### src/rtl/tmma_load_seq.sv
// TMMA operand-load sequencer: issues A then B row reads for one tile,
// buffers in-order returns and streams tagged rows to the array feeder.
module tmma_load_seq #(
    parameter int ADDR_WIDTH = 64,
    parameter int DATA_WIDTH = 512,
    parameter int ROWS       = 16,
    parameter int ROW_STRIDE = 256,
    parameter int MAX_OUTST  = 8,
    parameter int TYPE_WIDTH = 3,
    parameter int TMMA_TYPE  = 1,
    parameter int PREC_WIDTH = 2
) (
    input  logic                    clk,
    input  logic                    rst_n,
    input  logic                    issue_valid_i,
    output logic                    issue_ready_o,
    input  logic [TYPE_WIDTH-1:0]   issue_type_i,
    input  logic [ADDR_WIDTH-1:0]   issue_addr0_i,
    input  logic [ADDR_WIDTH-1:0]   issue_addr1_i,
    input  logic [PREC_WIDTH-1:0]   issue_prec_i,
    input  logic                    issue_acc_i,
    output logic                    ar_valid_o,
    input  logic                    ar_ready_i,
    output logic [ADDR_WIDTH-1:0]   ar_addr_o,
    input  logic                    r_valid_i,
    output logic                    r_ready_o,
    input  logic [DATA_WIDTH-1:0]   r_data_i,
    output logic                    out_valid_o,
    input  logic                    out_ready_i,
    output logic                    out_sel_o,
    output logic [$clog2(ROWS)-1:0] out_row_o,
    output logic [DATA_WIDTH-1:0]   out_data_o,
    output logic [PREC_WIDTH-1:0]   out_prec_o,
    output logic                    out_acc_o,
    output logic                    busy_o,
    output logic                    done_o
);

    localparam int RW = $clog2(ROWS);
    localparam int CW = $clog2(2 * ROWS) + 1;
    localparam int IW = $clog2(MAX_OUTST + 1);
    localparam int PW = $clog2(MAX_OUTST);

    localparam logic [CW-1:0] CNT_LAST = CW'(2 * ROWS - 1);
    localparam logic [CW-1:0] CNT_HALF = CW'(ROWS);
    localparam logic [IW-1:0] CREDITS  = IW'(MAX_OUTST);
    localparam logic [PW-1:0] PTR_LAST = PW'(MAX_OUTST - 1);

    typedef enum logic [1:0] {
        S_IDLE,
        S_REQ,
        S_DRAIN,
        S_DONE
    } state_e;

    state_e state_q;
    logic   rdy_q, busy_q, done_q;

    logic [ADDR_WIDTH-1:0] addr0_q, addr0_d;
    logic [ADDR_WIDTH-1:0] addr1_q, addr1_d;
    logic [PREC_WIDTH-1:0] prec_q, prec_d;
    logic                  acc_q, acc_d;
    logic [CW-1:0]         ar_cnt_q, ar_cnt_d;
    logic [CW-1:0]         pop_cnt_q, pop_cnt_d;
    logic [IW-1:0]         infl_q, infl_d;

    logic [DATA_WIDTH-1:0] mem_q [MAX_OUTST];
    logic [PW-1:0]         wr_q, wr_d;
    logic [PW-1:0]         rd_q, rd_d;
    logic [IW-1:0]         fcnt_q, fcnt_d;

    logic accept, ar_hs, out_hs, push, pop;
    logic fifo_empty, fifo_full;
    logic [ADDR_WIDTH-1:0] ar_base, ar_off;

    assign accept = issue_valid_i && rdy_q
                 && (issue_type_i == TYPE_WIDTH'(TMMA_TYPE));
    assign ar_hs  = ar_valid_o && ar_ready_i;
    assign out_hs = out_valid_o && out_ready_i;
    assign push   = r_valid_i && r_ready_o;
    assign pop    = out_hs;

    assign fifo_empty = (fcnt_q == '0);
    assign fifo_full  = (fcnt_q == CREDITS);

    assign issue_ready_o = rdy_q;
    assign busy_o        = busy_q;
    assign done_o        = done_q;

    // Credit gate: never more reads outstanding than FIFO slots.
    assign ar_valid_o = (state_q == S_REQ) && (infl_q < CREDITS);
    assign ar_base    = (ar_cnt_q < CNT_HALF) ? addr0_q : addr1_q;
    assign ar_off     = ADDR_WIDTH'(ar_cnt_q[RW-1:0])
                      * ADDR_WIDTH'(ROW_STRIDE);
    assign ar_addr_o  = ar_base + ar_off;

    assign r_ready_o   = !fifo_full;
    assign out_valid_o = !fifo_empty;
    assign out_data_o  = fifo_empty ? '0 : mem_q[rd_q];
    assign out_sel_o   = (pop_cnt_q >= CNT_HALF);
    assign out_row_o   = pop_cnt_q[RW-1:0];
    assign out_prec_o  = prec_q;
    assign out_acc_o   = acc_q;

    always_ff @(posedge clk or negedge rst_n) begin
        if (!rst_n) begin
            state_q <= S_IDLE;
            rdy_q   <= 1'b1;
            busy_q  <= 1'b0;
            done_q  <= 1'b0;
        end else begin
            unique case (state_q)
                S_IDLE: begin
                    if (accept) begin
                        state_q <= S_REQ;
                        rdy_q   <= 1'b0;
                        busy_q  <= 1'b1;
                    end
                end
                S_REQ: begin
                    if (ar_hs && ar_cnt_q == CNT_LAST) begin
                        state_q <= S_DRAIN;
                    end
                end
                S_DRAIN: begin
                    if (out_hs && pop_cnt_q == CNT_LAST) begin
                        state_q <= S_DONE;
                        done_q  <= 1'b1;
                    end
                end
                S_DONE: begin
                    state_q <= S_IDLE;
                    done_q  <= 1'b0;
                    busy_q  <= 1'b0;
                    rdy_q   <= 1'b1;
                end
                default: begin
                    state_q <= S_IDLE;
                    rdy_q   <= 1'b1;
                    busy_q  <= 1'b0;
                    done_q  <= 1'b0;
                end
            endcase
        end
    end

    always_comb begin
        addr0_d   = addr0_q;
        addr1_d   = addr1_q;
        prec_d    = prec_q;
        acc_d     = acc_q;
        ar_cnt_d  = ar_cnt_q;
        pop_cnt_d = pop_cnt_q;
        infl_d    = infl_q;
        if (accept) begin
            addr0_d   = issue_addr0_i;
            addr1_d   = issue_addr1_i;
            prec_d    = issue_prec_i;
            acc_d     = issue_acc_i;
            ar_cnt_d  = '0;
            pop_cnt_d = '0;
            infl_d    = '0;
        end else begin
            if (ar_hs) begin
                ar_cnt_d = ar_cnt_q + CW'(1);
            end
            if (out_hs) begin
                pop_cnt_d = pop_cnt_q + CW'(1);
            end
            if (ar_hs && !out_hs) begin
                infl_d = infl_q + IW'(1);
            end else if (!ar_hs && out_hs) begin
                infl_d = infl_q - IW'(1);
            end
        end
    end

    always_comb begin
        wr_d   = wr_q;
        rd_d   = rd_q;
        fcnt_d = fcnt_q;
        if (push) begin
            wr_d = (wr_q == PTR_LAST) ? '0 : wr_q + PW'(1);
        end
        if (pop) begin
            rd_d = (rd_q == PTR_LAST) ? '0 : rd_q + PW'(1);
        end
        if (push && !pop) begin
            fcnt_d = fcnt_q + IW'(1);
        end else if (!push && pop) begin
            fcnt_d = fcnt_q - IW'(1);
        end
    end

    always_ff @(posedge clk or negedge rst_n) begin
        if (!rst_n) begin
            addr0_q   <= '0;
            addr1_q   <= '0;
            prec_q    <= '0;
            acc_q     <= 1'b0;
            ar_cnt_q  <= '0;
            pop_cnt_q <= '0;
            infl_q    <= '0;
            wr_q      <= '0;
            rd_q      <= '0;
            fcnt_q    <= '0;
        end else begin
            addr0_q   <= addr0_d;
            addr1_q   <= addr1_d;
            prec_q    <= prec_d;
            acc_q     <= acc_d;
            ar_cnt_q  <= ar_cnt_d;
            pop_cnt_q <= pop_cnt_d;
            infl_q    <= infl_d;
            wr_q      <= wr_d;
            rd_q      <= rd_d;
            fcnt_q    <= fcnt_d;
        end
    end

    // Row storage needs no reset; the output mux hides it while empty.
    always_ff @(posedge clk) begin
        if (push) begin
            mem_q[wr_q] <= r_data_i;
        end
    end

endmodule

### config.mk
export PLATFORM = sky130hd
export DESIGN_NAME = tmma_load_seq
export DESIGN_NICKNAME = d
export VERILOG_FILES = /design/src/rtl/tmma_load_seq.sv
export SDC_FILE = /design/constraint.sdc
export NUM_CORES = 2
export LEC_CHECK = 0
export BUFFER_PORTS_ARGS = -buffer_cell sky130_fd_sc_hd__buf_4
export CAP_MARGIN = 20
export CORE_MARGIN = 2
export CORE_UTILIZATION = 37
export DETAILED_ROUTE_END_ITERATION = 8
export GPL_ROUTABILITY_DRIVEN = 1
export GPL_TIMING_DRIVEN = 0
export PLACE_DENSITY = 0.6
export SLEW_MARGIN = 10
export SYNTH_ARGS = -nofsm -noshare
export SYNTH_HDL_FRONTEND = slang
export SYNTH_SLANG_ARGS = --single-unit
### constraint.sdc
create_clock -name clk -period 46.7 [get_ports clk]
set_clock_uncertainty 0.15 [all_clocks]
set_input_delay 4.67 -clock clk [delete_from_list [all_inputs] [get_ports clk]]
set_output_delay 4.67 -clock clk [all_outputs]
set_load 0.03 [all_outputs]
==> impl_metrics.csv <==
group,metric,value,unit
pwr,switching_share,0.363,
drt,met3_length,34200,µm
timing,worst_pin_slew,1.15,ns
cts,cts.sinks,4258,
floorplan,die_w,670,µm
synthesis,synth_area_leader_cell,"edfxtp_1",
flow_run,cap_violations,0,
timing,finalSetupViolations,0,
cts,clk_latency,0.97,ns
drt,wl,479000,µm
worst_setup_path,crit_path_end_kind,"output pin",
placement,gp_congestion,0.862,
worst_setup_path,worstSetupStartpointType,"flop",
floorplan,initial_core_util,0.372,
outcome,status,"finished, final reports clean",
synthesis,synth_cell_type_count,65,
drt,vias,84900,
cts,postCtsSetupBuffers,0,
worst_setup_path,path_common_cell,"clkbuf_1",
cells_and_area,utilization,0.458,
synthesis,synth_area_leaders,"edfxtp_1, mux4_2, mux2i_1, dfrtp_1, nor2_1",
drt,postRouteAntennaNets,0,
synthesis,synth_top_area_frac,0.749,
cells_and_area,area_growth,23.0,%
cts,clock_path_buffers,4,
synthesis,seq_area_frac_synth,0.774,
drt,drc,0,
synthesis,synth_area,0.164,mm²
timing,finalSetupTns,0,ns
timing,hold_ws,0.332,ns
pwr,finalPower,0.0139,W
timing,rsz0062_at_grt,"no",
worst_setup_path,slowest_delay,0.54,ns
cells_and_area,layoutNonFillerInstCount,16200,
worst_setup_path,rr_worst_depth,17,
floorplan,core,0.442,mm²
hold_path,min_path_type,"flop to flop",
pwr,combPwrFrac,0.393,
timing,fmax,83.2,MHz
synthesis,muxShareOfSynthArea,0.175,
cells_and_area,final_layout_size_suffix_gt1_frac,0.346,
worst_setup_path,crit_end,"ar_addr_o[32]",
pwr,p_clk_frac,0.249,
worst_setup_path,r2r_slack,42.10,ns
placement,place_hpwl,347000,µm
drt,wl_per_cell,29.6,µm
synthesis,synth_ff_type,"edfxtp_1",
cts,cts_hold_buf,0,
synthesis,syn_avg_cell_area,21.5,µm²
placement,place_inst,15300,
cts,clk_pin_slew,0.06,ns
pwr,internal_power,0.00883,W
placement,portBuffers,1241,
timing,maxSlewViolCount,0,
synthesis,synth.most_common_cell,"edfxtp_1",
synthesis,synth_compound_area_frac,0.00528,
floorplan,pin_count,1242,
synthesis,synth_commonest_cells,"edfxtp_1, mux4_2, mux2i_1, nor2_1, nand2_1",
global_route,grt_pass1_vias,88200,
synthesis,synth_edf_count,4096,
worst_setup_path,r2r-start,"fcnt_q[0]",
pwr,vdd.ir_drop.worst,0.0679,mV
synthesis,synth_fa_ha_area_frac,0.00189,
synthesis,async_flop_share,0.0380,
drt,first_pass_iters,5,
synthesis,synth_top_family_by_area,"multiplexers",
timing,period_needed,12.02,ns
synthesis,syn-num-nets,8313,
pwr,powerDensity,68.6,mW/mm²
drt,viasPerCell,5.24,
drt,highest-signal-layer,"met5",
cts,ctsResizeCount,0,
worst_setup_path,path_class,"flop to output pin",
worst_setup_path,arrival,7.20,ns
drt,drt-met1-wl,187000,µm
synthesis,synth-simple-area-share,0.0300,
synthesis,synth_cells,7638,
worst_setup_path,crit_fanout,10,
global_route,grt_pass1_wl,675000,µm
worst_setup_path,required,41.88,ns
synthesis,synth_warnings,0,
timing,slew_headroom,0.230,
cells_and_area,fin_nets,10500,
cts,cts_root_buffer,"clkbuf_16",
global_route,overflow,0,
cts,htree_levels,5,
drt,first_iter_violations,7736,
worst_setup_path,worstPathCellList,"clkbuf_1, or2_2, clkbuf_1, clkbuf_1, buf_2, clkbuf_1, nand2_1, nand2_1, ha_1, inv_1, fa_1, nand2b_1, a221oi_4, nand4_2, buf_2, nand4b_1, xor2_1, buf_4",
synthesis,ys_ff_latch,4258,
worst_setup_path,cp_slowest_cell,"clkbuf_1",
floorplan,die_y,670,µm
drt,met2_length,244000,µm
cts,numCtsBuffers,446,
global_route,grt_max_degree,84,
synthesis,yosys.area_share.xor_xnor,0.00384,
worst_setup_path,r2r-end,"mem_q[1][449]",
pwr,switchingPower,0.00504,W
floorplan,dieArea,0.449,mm²
cts,tritoncts,"built",
pwr,power.leakage,68.3,nW
global_route,antenna_found_initial,127,
timing,fin_crit_sh,0.257,
floorplan,row_count,244,
global_route,grt.total_usage,0.209,
worst_setup_path,critPathLaunch,"ar_cnt_q[4]",
pwr,p_seq_frac,0.358,
timing,finalHoldViolations,0,
[kinds of logic (layout without fill, tap and decap cells)]
kind of cell             Yosys count  in the layout
flip-flops                      4258           4258
multiplexers                    1592           1592
AND/OR/NAND/NOR                 1150           1150
buffers and inverters            428           3026
AO/OA/AOI/OAI                    115            115
XOR/XNOR                          72             72
adder cells (fa/ha/maj)           23             23
other                              0             62
[per-stage QoR]
step           instance area [µm²]  worst slack (ns)
2_1_floorplan               164000              5.08
3_3_place_gp                181000            -39.34
3_5_place_dp                188000             35.65
4_1_cts                     202000             34.53
5_1_grt                     202000             34.42
6_report                    202000             34.68
[power by group through the flow]
stage	sequential, W	combinational (W)	clock [W]
after floorplan	0.00561	0.00310	0
after global placement	0.00644	0.00524	0
after detailed placement	0.00505	0.00553	0
after CTS	0.00497	0.00554	0.00352
after global routing	0.00501	0.00574	0.00367
final	0.00497	0.00545	0.00345
[registers in the layout (all words and copies together) (netlist names)]
name,cells
mem_q,4096
addr0_q,64
addr1_q,64
ar_cnt_q,6
pop_cnt_q,6
fcnt_q,4
infl_q,4
rd_q,3
wr_q,3
out_prec_o,2
state_q,2
busy_o,1
done_o,1
issue_ready_o,1
out_acc_o,1
[worst min-delay path by stage]
| stage | from | cells after the start | to | slack (ns) |
|---|---|---|---|---|
| after global placement | addr0_q[12] | 2 | addr0_q[12] | 0.31 |
| after CTS | addr1_q[0] | 2 | addr1_q[0] | 0.33 |
| after detailed placement | addr0_q[12] | 2 | addr0_q[12] | 0.31 |
| final | addr0_q[1] | 2 | addr0_q[1] | 0.33 |
| after floorplan | addr0_q[12] | 2 | addr0_q[12] | 0.29 |
| after global routing | addr1_q[1] | 2 | addr1_q[1] | 0.35 |
[critical path, delay by kind of cell, from the launching register on]
kind | cells | cell delay (ns)
buffers and inverters | 8 | 3.13
AND/OR/NAND/NOR | 6 | 1.14
adder cells (fa/ha/maj) | 2 | 0.59
AO/OA/AOI/OAI | 1 | 0.48
XOR/XNOR | 1 | 0.45
flip-flops | 1 | 0.40
[placed cells by master (no fill, tap or decap), types with 34 or more instances in the layout]
| cell type | count |
|---|---|
| bufinv_16 | 34 |
| clkinv_2 | 71 |
| buf_4 | 1439 |
| buf_2 | 40 |
| o211ai_1 | 40 |
| xnor2_1 | 49 |
| buf_6 | 199 |
| dfrtp_1 | 161 |
| buf_1 | 140 |
| clkbuf_16 | 448 |
| mux2i_1 | 564 |
| nand2_1 | 478 |
| buf_8 | 53 |
| clkbuf_1 | 282 |
| buf_12 | 88 |
| nor2_1 | 540 |
| edfxtp_1 | 4096 |
| clkinv_1 | 110 |
| diode_2 | 62 |
| mux4_2 | 1024 |
[layout make-up]
cell class | count | area [µm²]
diodes | 62 | 155
plain buffers | 410 | 1690
clock buffers | 543 | 11600
clock inverters | 271 | 2620
fillers | 37100 | 240000
inverters | 18 | 67.6
multi-input cells | 2952 | 35600
flip-flops and latches | 4258 | 127000
well taps | 5904 | 7390
repair buffers | 1784 | 16000
[metal layers]
metal / global-route usage / up-vias
met5: 0 / -
met4: 0.0619 / 76
met3: 0.0490 / 722
met2: 0.361 / 3057
met1: 0.262 / 45200
li1: - / 35800
Note: power is estimated with default switching activity, not from simulation.
